### src/rtl/cam_pkg.sv
// ============================================================================
// Module      : cam_pkg
// Description : Shared constants, state type and sizing helper for the
//               camera pixel packer.
// Revision    : 1.0 - initial release
// ============================================================================
`default_nettype none

package cam_pkg;

    localparam int PIX_PER_LINE        = 640;
    localparam int NUM_LINES           = 480;
    localparam int WORD_BYTES          = 8;
    localparam int DEFAULT_FRAME_BYTES = PIX_PER_LINE * NUM_LINES;

    typedef enum logic [0:0] {
        IDLE   = 1'b0,
        ACTIVE = 1'b1
    } cam_state_e;

    // Byte counter must hold a full frame and never be narrower than 19 bits.
    function automatic int cnt_width(input int frame_bytes);
        int w;
        w = $clog2(frame_bytes + 1);
        return (w < 19) ? 19 : w;
    endfunction

endpackage

`default_nettype wire

### src/rtl/cam_word_fifo.sv
// ============================================================================
// Module      : cam_word_fifo
// Description : Synchronous word FIFO with full/empty flags; a push while
//               full is discarded even when a pop happens the same cycle.
// Revision    : 1.0 - initial release
// ============================================================================
`default_nettype none

module cam_word_fifo #(
    parameter int DEPTH = 16,
    parameter int WIDTH = 65
) (
    input  logic             pclk,
    input  logic             rst_n,
    input  logic             i_push,
    input  logic [WIDTH-1:0] i_wdata,
    input  logic             i_pop,
    output logic [WIDTH-1:0] o_rdata,
    output logic             o_full,
    output logic             o_empty
);

    localparam int           AW     = $clog2(DEPTH);
    localparam logic [AW:0]  C_FULL = DEPTH[AW:0];

    logic [WIDTH-1:0] r_mem [DEPTH];
    logic [AW-1:0]    r_wr_ptr;
    logic [AW-1:0]    r_rd_ptr;
    logic [AW:0]      r_count;

    logic w_do_push;
    logic w_do_pop;

    assign o_full    = (r_count == C_FULL);
    assign o_empty   = (r_count == '0);
    assign w_do_push = i_push && !o_full;
    assign w_do_pop  = i_pop && !o_empty;

    // Head word is read straight from storage; empty forces zero so the
    // output is clean during and right after reset.
    assign o_rdata = o_empty ? '0 : r_mem[r_rd_ptr];

    always_ff @(posedge pclk) begin
        if (w_do_push) begin
            r_mem[r_wr_ptr] <= i_wdata;
        end
    end

    always_ff @(posedge pclk or negedge rst_n) begin
        if (!rst_n) begin
            r_wr_ptr <= '0;
            r_rd_ptr <= '0;
            r_count  <= '0;
        end else begin
            if (w_do_push) begin
                r_wr_ptr <= r_wr_ptr + 1'b1;
            end
            if (w_do_pop) begin
                r_rd_ptr <= r_rd_ptr + 1'b1;
            end
            case ({w_do_push, w_do_pop})
                2'b10:   r_count <= r_count + 1'b1;
                2'b01:   r_count <= r_count - 1'b1;
                default: r_count <= r_count;
            endcase
        end
    end

endmodule

`default_nettype wire

### src/rtl/cam_pixel_packer.sv
// ============================================================================
// Module      : cam_pixel_packer
// Description : Packs camera bytes into 64-bit words (earliest byte in the
//               low lane), tags the last word of each frame, buffers output.
// Revision    : 1.0 - initial release
// ============================================================================
`default_nettype none

module cam_pixel_packer
    import cam_pkg::*;
#(
    parameter int FIFO_DEPTH  = 16,
    parameter int FRAME_BYTES = DEFAULT_FRAME_BYTES
) (
    input  logic        pclk,
    input  logic        rst_n,
    input  logic        frame_start,
    input  logic        pixel_valid,
    input  logic [7:0]  pixel,
    output logic        out_valid,
    input  logic        out_ready,
    output logic [63:0] out_data,
    output logic        out_last,
    output logic [31:0] drop_cnt,
    output logic [31:0] resync_cnt,
    output logic        busy
);

    localparam int               CNT_W       = cnt_width(FRAME_BYTES);
    localparam logic [CNT_W-1:0] C_LAST_CNT  = CNT_W'(FRAME_BYTES - 1);
    localparam logic [2:0]       C_LAST_LANE = 3'(WORD_BYTES - 1);

    cam_state_e       r_state;
    logic [2:0]       r_byte_idx;
    logic [CNT_W-1:0] r_byte_cnt;
    logic [55:0]      r_lanes;
    logic [31:0]      r_drop_cnt;
    logic [31:0]      r_resync_cnt;

    logic        w_active;
    logic        w_final;
    logic        w_restart;
    logic        w_take;
    logic [2:0]  w_lane;
    logic        w_push;
    logic        w_full;
    logic        w_empty;
    logic [64:0] w_rdata;

    assign w_active  = (r_state == ACTIVE);
    assign w_final   = w_active && pixel_valid && (r_byte_cnt == C_LAST_CNT);
    // A frame_start that coincides with the final byte closes the old frame
    // normally; only an early one restarts the packer.
    assign w_restart = frame_start && !w_final;
    assign w_take    = pixel_valid && (w_active || frame_start);
    assign w_lane    = w_restart ? 3'd0 : r_byte_idx;
    assign w_push    = w_take && (w_lane == C_LAST_LANE);

    always_ff @(posedge pclk or negedge rst_n) begin
        if (!rst_n) begin
            r_state    <= IDLE;
            r_byte_idx <= '0;
            r_byte_cnt <= '0;
        end else begin
            if (frame_start) begin
                r_state <= ACTIVE;
            end else if (w_final) begin
                r_state <= IDLE;
            end

            if (w_restart) begin
                r_byte_idx <= w_take ? 3'd1 : 3'd0;
                r_byte_cnt <= w_take ? CNT_W'(1) : '0;
            end else if (w_final) begin
                r_byte_idx <= '0;
                r_byte_cnt <= '0;
            end else if (w_take) begin
                r_byte_idx <= r_byte_idx + 1'b1;
                r_byte_cnt <= r_byte_cnt + 1'b1;
            end
        end
    end

    always_ff @(posedge pclk or negedge rst_n) begin
        if (!rst_n) begin
            r_lanes <= '0;
        end else if (w_take) begin
            for (int i = 0; i < WORD_BYTES - 1; i++) begin
                if (w_lane == 3'(i)) begin
                    r_lanes[i*8 +: 8] <= pixel;
                end
            end
        end
    end

    always_ff @(posedge pclk or negedge rst_n) begin
        if (!rst_n) begin
            r_drop_cnt   <= '0;
            r_resync_cnt <= '0;
        end else begin
            if (w_push && w_full && (r_drop_cnt != 32'hFFFF_FFFF)) begin
                r_drop_cnt <= r_drop_cnt + 1'b1;
            end
            if (w_restart && w_active && (r_resync_cnt != 32'hFFFF_FFFF)) begin
                r_resync_cnt <= r_resync_cnt + 1'b1;
            end
        end
    end

    cam_word_fifo #(
        .DEPTH (FIFO_DEPTH),
        .WIDTH (65)
    ) u_fifo (
        .pclk    (pclk),
        .rst_n   (rst_n),
        .i_push  (w_push),
        .i_wdata ({w_final, pixel, r_lanes}),
        .i_pop   (out_ready),
        .o_rdata (w_rdata),
        .o_full  (w_full),
        .o_empty (w_empty)
    );

    assign out_valid  = !w_empty;
    assign out_last   = w_rdata[64];
    assign out_data   = w_rdata[63:0];
    assign drop_cnt   = r_drop_cnt;
    assign resync_cnt = r_resync_cnt;
    assign busy       = w_active;

endmodule

`default_nettype wire
### config.mk
export PLATFORM = sky130hd
export DESIGN_NAME = cam_pixel_packer
export DESIGN_NICKNAME = d
export VERILOG_FILES = /design/src/rtl/cam_pkg.sv /design/src/rtl/cam_word_fifo.sv /design/src/rtl/cam_pixel_packer.sv
export SDC_FILE = /design/constraint.sdc
export NUM_CORES = 1
export LEC_CHECK = 0
export CAP_MARGIN = 40
export CELL_PAD_IN_SITES_DETAIL_PLACEMENT = 1
export CELL_PAD_IN_SITES_GLOBAL_PLACEMENT = 2
export CORE_UTILIZATION = 49
export DETAILED_ROUTE_END_ITERATION = 8
export PLACE_DENSITY = 0.86
export SYNTH_ARGS = -nofsm -noshare
export SYNTH_HDL_FRONTEND = slang
export SYNTH_SLANG_ARGS = --single-unit
### constraint.sdc
create_clock -name pclk -period 9.9 [get_ports pclk]
set_input_delay 1.98 -clock pclk [delete_from_list [all_inputs] [get_ports pclk]]
set_output_delay 1.98 -clock pclk [all_outputs]
set_load 0.05 [all_outputs]
Word level (Yosys, flattened, before mapping)
Memory sizes are Yosys's and may differ from the RTL's.
Cells that the tools add are included.
{"block": "word_totals", "romBits": 0, "ff_bits": 156, "out_inout_bits": 131, "latchBits": 0, "memories": 1, "word_cells": 79, "ramBits": 1040, "input_bits": 13}
{"memory": "u_fifo.r_mem", "words": 16, "width": 65, "rd": 1, "rd_clocked_by_memory_dff": 0, "write_ports": 1, "line": "cam_word_fifo.sv:26", "rtl": "logic [WIDTH-1:0] r_mem [DEPTH];"}
{"block": "op_classes", "mul": 0, "n_eq_ne": 13, "bitwise_logic": 0, "reduce_logical": 27, "order_cmp": 0, "muxes": 15, "shift": 0, "addsub": 8, "div": 0}
{"operator": "$mux W65", "n": 1}
{"operator": "$add A32 B1 Y32 const B", "n": 2}
{"operator": "$ne A32 B32 Y1 const B", "n": 2}
{"operator": "$mux W19", "n": 3}
{"operator": "$add A19 B1 Y19 const B", "n": 1}
{"operator": "$eq A19 B19 Y1 const B", "n": 1}
{"operator": "$reduce_and A2 Y1", "n": 7}
{"operator": "$eq A3 B3 Y1 const B", "n": 4}
{"operator": "$mux W3", "n": 4}
{"operator": "$logic_and A1 B1 Y1", "n": 11}
{"operator": "$pmux W5 S2", "n": 1}
{"operator": "$add A4 B1 Y4 const B", "n": 2}
{"operator": "$eq A3 B2 Y1 const B", "n": 2}
{"operator": "$mux W1", "n": 6}
{"operator": "$add A5 B1 Y5 const B", "n": 1}
{"operator": "$eq A5 B5 Y1 const B", "n": 1}
{"operator": "$logic_not A5 Y1", "n": 1}
{"operator": "$sub A5 B1 Y5 const B", "n": 1}
{"operator": "$reduce_bool A2 Y1", "n": 2}
{"operator": "$add A3 B1 Y3 const B", "n": 1}
{"operator": "$eq A3 B1 Y1 const B", "n": 1}
{"operator": "$logic_not A1 Y1", "n": 3}
{"operator": "$logic_not A3 Y1", "n": 1}
{"operator": "$reduce_bool A3 Y1", "n": 1}
{"operator": "3 further kinds", "n": 3}

Longest topological paths before layout
{"block": "depth", "ltp_word": 10, "ltp_mapped": 18, "ltp_nobuf": 15}

Modules after synthesis
Synthesis repeated with hierarchy kept, for this count alone.
{"block": "unflattened", "cells_unflattened": 2532, "hier_area_um2": 48152.4}
{"module": "cam_word_fifo", "instances": 1, "area_per_inst_um2": 41602.4, "cells_each": 1975, "seq_area_each_um2": 31555.3}
{"module": "cam_pixel_packer", "instances": 1, "area_per_inst_um2": 6550.0, "cells_each": 557, "seq_area_each_um2": 3578.4}

Worst setup path after synthesis
No wires, ideal clock.
{"block": "synth_path", "path_kind": "input to register", "start": "input port pixel_valid", "end": "memory u_fifo.r_mem[3][0] (enable)", "setup_slack_ps": 1330, "path_stages": 8, "setup_time_ps": 568, "t_required_ps": 9332, "t_arrival_ps": 8002, "path_buffers": 2, "path_cell_list": "nand2_1 or4_1 buf_2 o21a_1 nor4_1 clkbuf_1 nand2_1 nor3_1"}
{"block": "synth_via", "elab_chain_cells": 10, "word_cells_on_any_way": 11, "cone_classes": "eq/ne (1); mux (3); reduce/logical (7)"}
{"item": "start, declared", "line": "cam_pixel_packer.sv:18", "rtl": "input logic pixel_valid,"}
{"item": "$logic_and A1 B1 Y1 (2 in a row)", "line": "cam_pixel_packer.sv:51", "rtl": "assign w_final = w_active && pixel_valid && (r_byte_cnt == C_LAST_CNT);"}
{"item": "$logic_not A1 Y1", "line": "cam_pixel_packer.sv:54", "rtl": "assign w_restart = frame_start && !w_final;"}
{"item": "$logic_and A1 B1 Y1", "line": "cam_pixel_packer.sv:54"}
{"item": "$mux W3", "line": "cam_pixel_packer.sv:56", "rtl": "assign w_lane = w_restart ? 3'd0 : r_byte_idx;"}
{"item": "$eq A3 B3 Y1", "line": "cam_pixel_packer.sv:57", "rtl": "assign w_push = w_take && (w_lane == C_LAST_LANE);"}
{"item": "$logic_and A1 B1 Y1 *", "line": "cam_pixel_packer.sv:57"}
{"item": "$logic_and A1 B1 Y1 *", "line": "cam_word_fifo.sv:36", "rtl": "assign w_do_push = i_push && !o_full;"}
{"item": "$mux W1 *", "line": "cam_word_fifo.sv:44", "rtl": "if (w_do_push) begin"}
{"item": "$mux W1 (implied by the code) *", "line": "cam_word_fifo.sv:45", "rtl": "r_mem[r_wr_ptr] <= i_wdata;"}
{"item": "end, declared", "line": "cam_word_fifo.sv:26"}
Mark *: on every way between the ends. The rest lies on a longest branch, timed or not.

Worst setup path after layout
{"block": "layout_path", "start": "register u_fifo.r_rd_ptr[1]", "end": "output port out_data[58]"}
{"block": "layout_via", "elab_chain_cells": 2}
{"item": "start, declared", "line": "cam_word_fifo.sv:28", "rtl": "logic [AW-1:0] r_rd_ptr;"}
{"item": "start signal, assigned", "line": "cam_word_fifo.sv:59", "rtl": "r_rd_ptr <= r_rd_ptr + 1'b1;"}
{"item": "$mem_v2 Z16 W65"}
{"item": "$mux W65", "line": "cam_word_fifo.sv:41", "rtl": "assign o_rdata = o_empty ? '0 : r_mem[r_rd_ptr];"}
{"item": "end, declared", "line": "cam_pixel_packer.sv:22", "rtl": "output logic [63:0] out_data,"}
Every way passes these cells.

==> results.json <==
{
  "powerDensity_mw_per_mm2": 282,
  "cp_top_family": "buffers and inverters",
  "grt_pass1_vias": 24766,
  "max_slew_margin": 0.385,
  "crit_required_ns": 7.92,
  "fp-row-count": 112,
  "cts_max_path_buffers": 3,
  "synthAdderAreaFrac": 0.00351,
  "setup.worst_path.end_class": "output pin",
  "grt_max_degree": 137,
  "drc": 0,
  "status": "finished, final reports clean",
  "grt_use_met3": 0.0450,
  "grt-ovfl-total": 0,
  "chipHeight_um": 310,
  "cts_made_buffers": 116,
  "top_usage_layer": "met2",
  "drv_cap": 0,
  "syn-num-nets": 2146,
  "synth_edf_count": 1040,
  "ys_seq_area_frac": 0.757,
  "num-nets-final": 2373,
  "irDropWorstVdd_uv": 259,
  "grt_use_total": 0.247,
  "first_pass_iters": 5,
  "synth_top_family_by_area": "multiplexers",
  "h-tree-depth": 3,
  "fmax_mhz": 155,
  "worstMarginPinSlew_ns": 0.923,
  "use_met1": 0.323,
  "most-common-layout-cells": "1040 x edfxtp_1, 325 x mux4_2, 152 x dfrtp_1, 142 x clkdlybuf4s50_1, 119 x clkbuf_16",
  "io_buffer_count": 143,
  "cts_sinks": 1196,
  "synth_xor_area_frac": 0.0176,
  "p_leak_nw": 17.9,
  "cts_tree": "built",
  "final_area_mm2": 0.0539,
  "synthesis.area_mm2": 0.0464,
  "critPathLaunchType": "register",
  "fin_cells": 3705,
  "slew_violations": 0,
  "wl_mm": 115,
  "ios": 144,
  "period_minus_slack_ns": 6.43,
  "path_depth": 6,
  "use_met2": 0.418,
  "cp_max_fo": 136,
  "initial_core_util": 0.496,
  "tns_ns": 0,
  "final_common_cell": "edfxtp_1",
  "placed_area_mm2": 0.0499,
  "netlist_instances": 2120,
  "path_clk_slew_ns": 0.06,
  "ys_async_sr_fraction": 0.130,
  "cpMostUsedCell": "mux4_2",
  "fin_skew_ns": 0.0411,
  "cp.buffers_inverters": 3,
  "syn_area_per_cell_um2": 21.9,
  "yosys_warnings": 0,
  "vias_per_cell": 6.15,
  "worstSetupPathType": "reg -> out",
  "worstHoldPathCells": 1,
  "clock_latency_ns": 0.71,
  "fillers": 7974,
  "synth_flop_cell": "edfxtp_1",
  "drt_iter0_markers": 2388,
  "grt_pass1_wl_mm": 168,
  "worstPathArrival_ns": 4.45,
  "crit_slowest_cell": "clkdlybuf4s50_1",
  "setup_violations": 0,
  "ys_seq_elements": 1196,
  "synth_compound_area_frac": 0.00345,
  "antenna_found_initial": 3,
  "antenna_left": 0,
  "cpPeakStageDelay_ns": 0.72,
  "routabilityCongestion": 0.774,
  "drive_above_1_share": 0.267,
  "synth-simple-area-share": 0.0378,
  "hpwlAfterDp_mm": 62.5,
  "dp.cells": 3482,
  "post_cts_buffers": 0,
  "cts_resized": 0,
  "dieArea_mm2": 0.0959,
  "syn_to_final_growth_pct": 16.2,
  "finalCritPeriodShare": 0.650,
  "root_buffer": "clkbuf_16",
  "reg2reg_depth": 9,
  "ys_types": 42,
  "whs_ns": 0.492,
  "hold_buffers": 0,
  "rsz0062_at_grt": "no",
  "die_x_um": 310,
  "synth.mux.area_fraction": 0.172,
  "vias": 22777,
  "hold_class": "reg -> reg",
  "finalHoldViolations": 0,
  "path_cells": "buf_16 -> buf_12 -> mux4_2 -> mux4_2 -> and2_1 -> clkdlybuf4s50_1",
  "core_mm2": 0.0936,
  "drt-wirelength-per-cell_um": 31.1
}
worst register-to-register path, delay by kind of cell, from the launching register on:
kind / cells / cell delay [ns]
AO/OA/AOI/OAI: 1 / 0.30
buffers and inverters: 3 / 1.58
flip-flops: 1 / 0.44
AND/OR/NAND/NOR: 5 / 1.69
layout make-up:
cell class | count | area [um2] | area share
Antenna cell | 1 | 2.50 | 0.0000464
Tap cell | 1254 | 1570 | 0.0291
Clock buffer | 144 | 3150 | 0.0585
Clock inverter | 77 | 781 | 0.0145
Inverter | 5 | 18.8 | 0.000348
Timing Repair Buffer | 203 | 2240 | 0.0415
Multi-Input combinational cell | 825 | 11000 | 0.204
Sequential cell | 1196 | 35100 | 0.652
metal layers:
layer	up-vias	routed length, um
met1	12282	44300
met4	0	3430
met5	-	0
met3	205	8790
met2	1071	58800
li1	9219	-
path summary, 6_finish.rpt:
| path | from | endpoint | slack (ns) |
|---|---|---|---|
| worst max-delay path | u_fifo.r_rd_ptr[1]$_DFFE_PN0P_ | out_data[58] | 3.47 |
| worst min-delay path | resync_cnt[7]$_DFFE_PN0P_ | resync_cnt[7]$_DFFE_PN0P_ | 0.49 |
| worst max register to register | r_byte_cnt[12]$_DFFE_PN0P_ | u_fifo.r_mem[3][22]$_DFFE_PP_ | 5.48 |
| worst min register to register | resync_cnt[7]$_DFFE_PN0P_ | resync_cnt[7]$_DFFE_PN0P_ | 0.49 |
| max in group asynchronous | rst_n | r_byte_cnt[0]$_DFFE_PN0P_ | 6.55 |
| min in group asynchronous | rst_n | drop_cnt[13]$_DFFE_PN0P_ | 1.27 |
report_power, final:
part           switching [mW]  internal (mW)
Sequential              0.386           5.75
Combinational            2.45           2.05
Clock                    1.95           2.61
sequential cells by signal, indices dropped and copies added, names as in the netlist:
signal           flops
busy                 1
drop_cnt            32
r_byte_cnt          19
r_byte_idx           3
r_lanes             56
resync_cnt          32
u_fifo.r_count       5
u_fifo.r_mem      1040
u_fifo.r_rd_ptr      4
u_fifo.r_wr_ptr      4
synth_stat cells, types with 3 or more instances:
cell | count | area [um2]
nor4_1 | 8 | 50.1
nor2b_1 | 4 | 25.0
xnor2_1 | 55 | 482
nand3b_1 | 3 | 22.5
nand3_1 | 29 | 145
o21ai_0 | 8 | 40.0
o21a_1 | 3 | 22.5
a21oi_1 | 7 | 35.0
mux4_2 | 325 | 7320
nor2_1 | 35 | 131
nor3b_4 | 3 | 56.3
nand2_1 | 47 | 176
nand4_1 | 39 | 244
mux2_2 | 58 | 653
and4_1 | 12 | 105
buf_1 | 18 | 67.6
edfxtp_1 | 1040 | 31200
xor2_1 | 38 | 333
o21ai_1 | 3 | 15.0
dfrtp_1 | 156 | 3900
and3_1 | 28 | 175
clkbuf_1 | 74 | 278
inv_1 | 5 | 18.8
ha_1 | 13 | 163
nor3_1 | 19 | 95.1
and2_1 | 72 | 450
logic make-up after synthesis:
logic type | Yosys count
AOI/OAI and AO/OA | 27
xor gates and xnor gates | 93
adders and majority gates | 13
buffers and inverters | 99
DFF | 1196
muxes | 384
and+or+nand+nor | 308
metrics by stage:
stage                     power (mW)   util  setup WS, ns
after floorplan                 9.31      -          1.33
after global placement          10.6  0.528          3.73
after detailed placement        10.8  0.533          3.77
after CTS                       15.3  0.575          3.34
after global routing            15.7  0.576          3.26
final                           15.2  0.576          3.47
(Power assumes the default switching activity.)
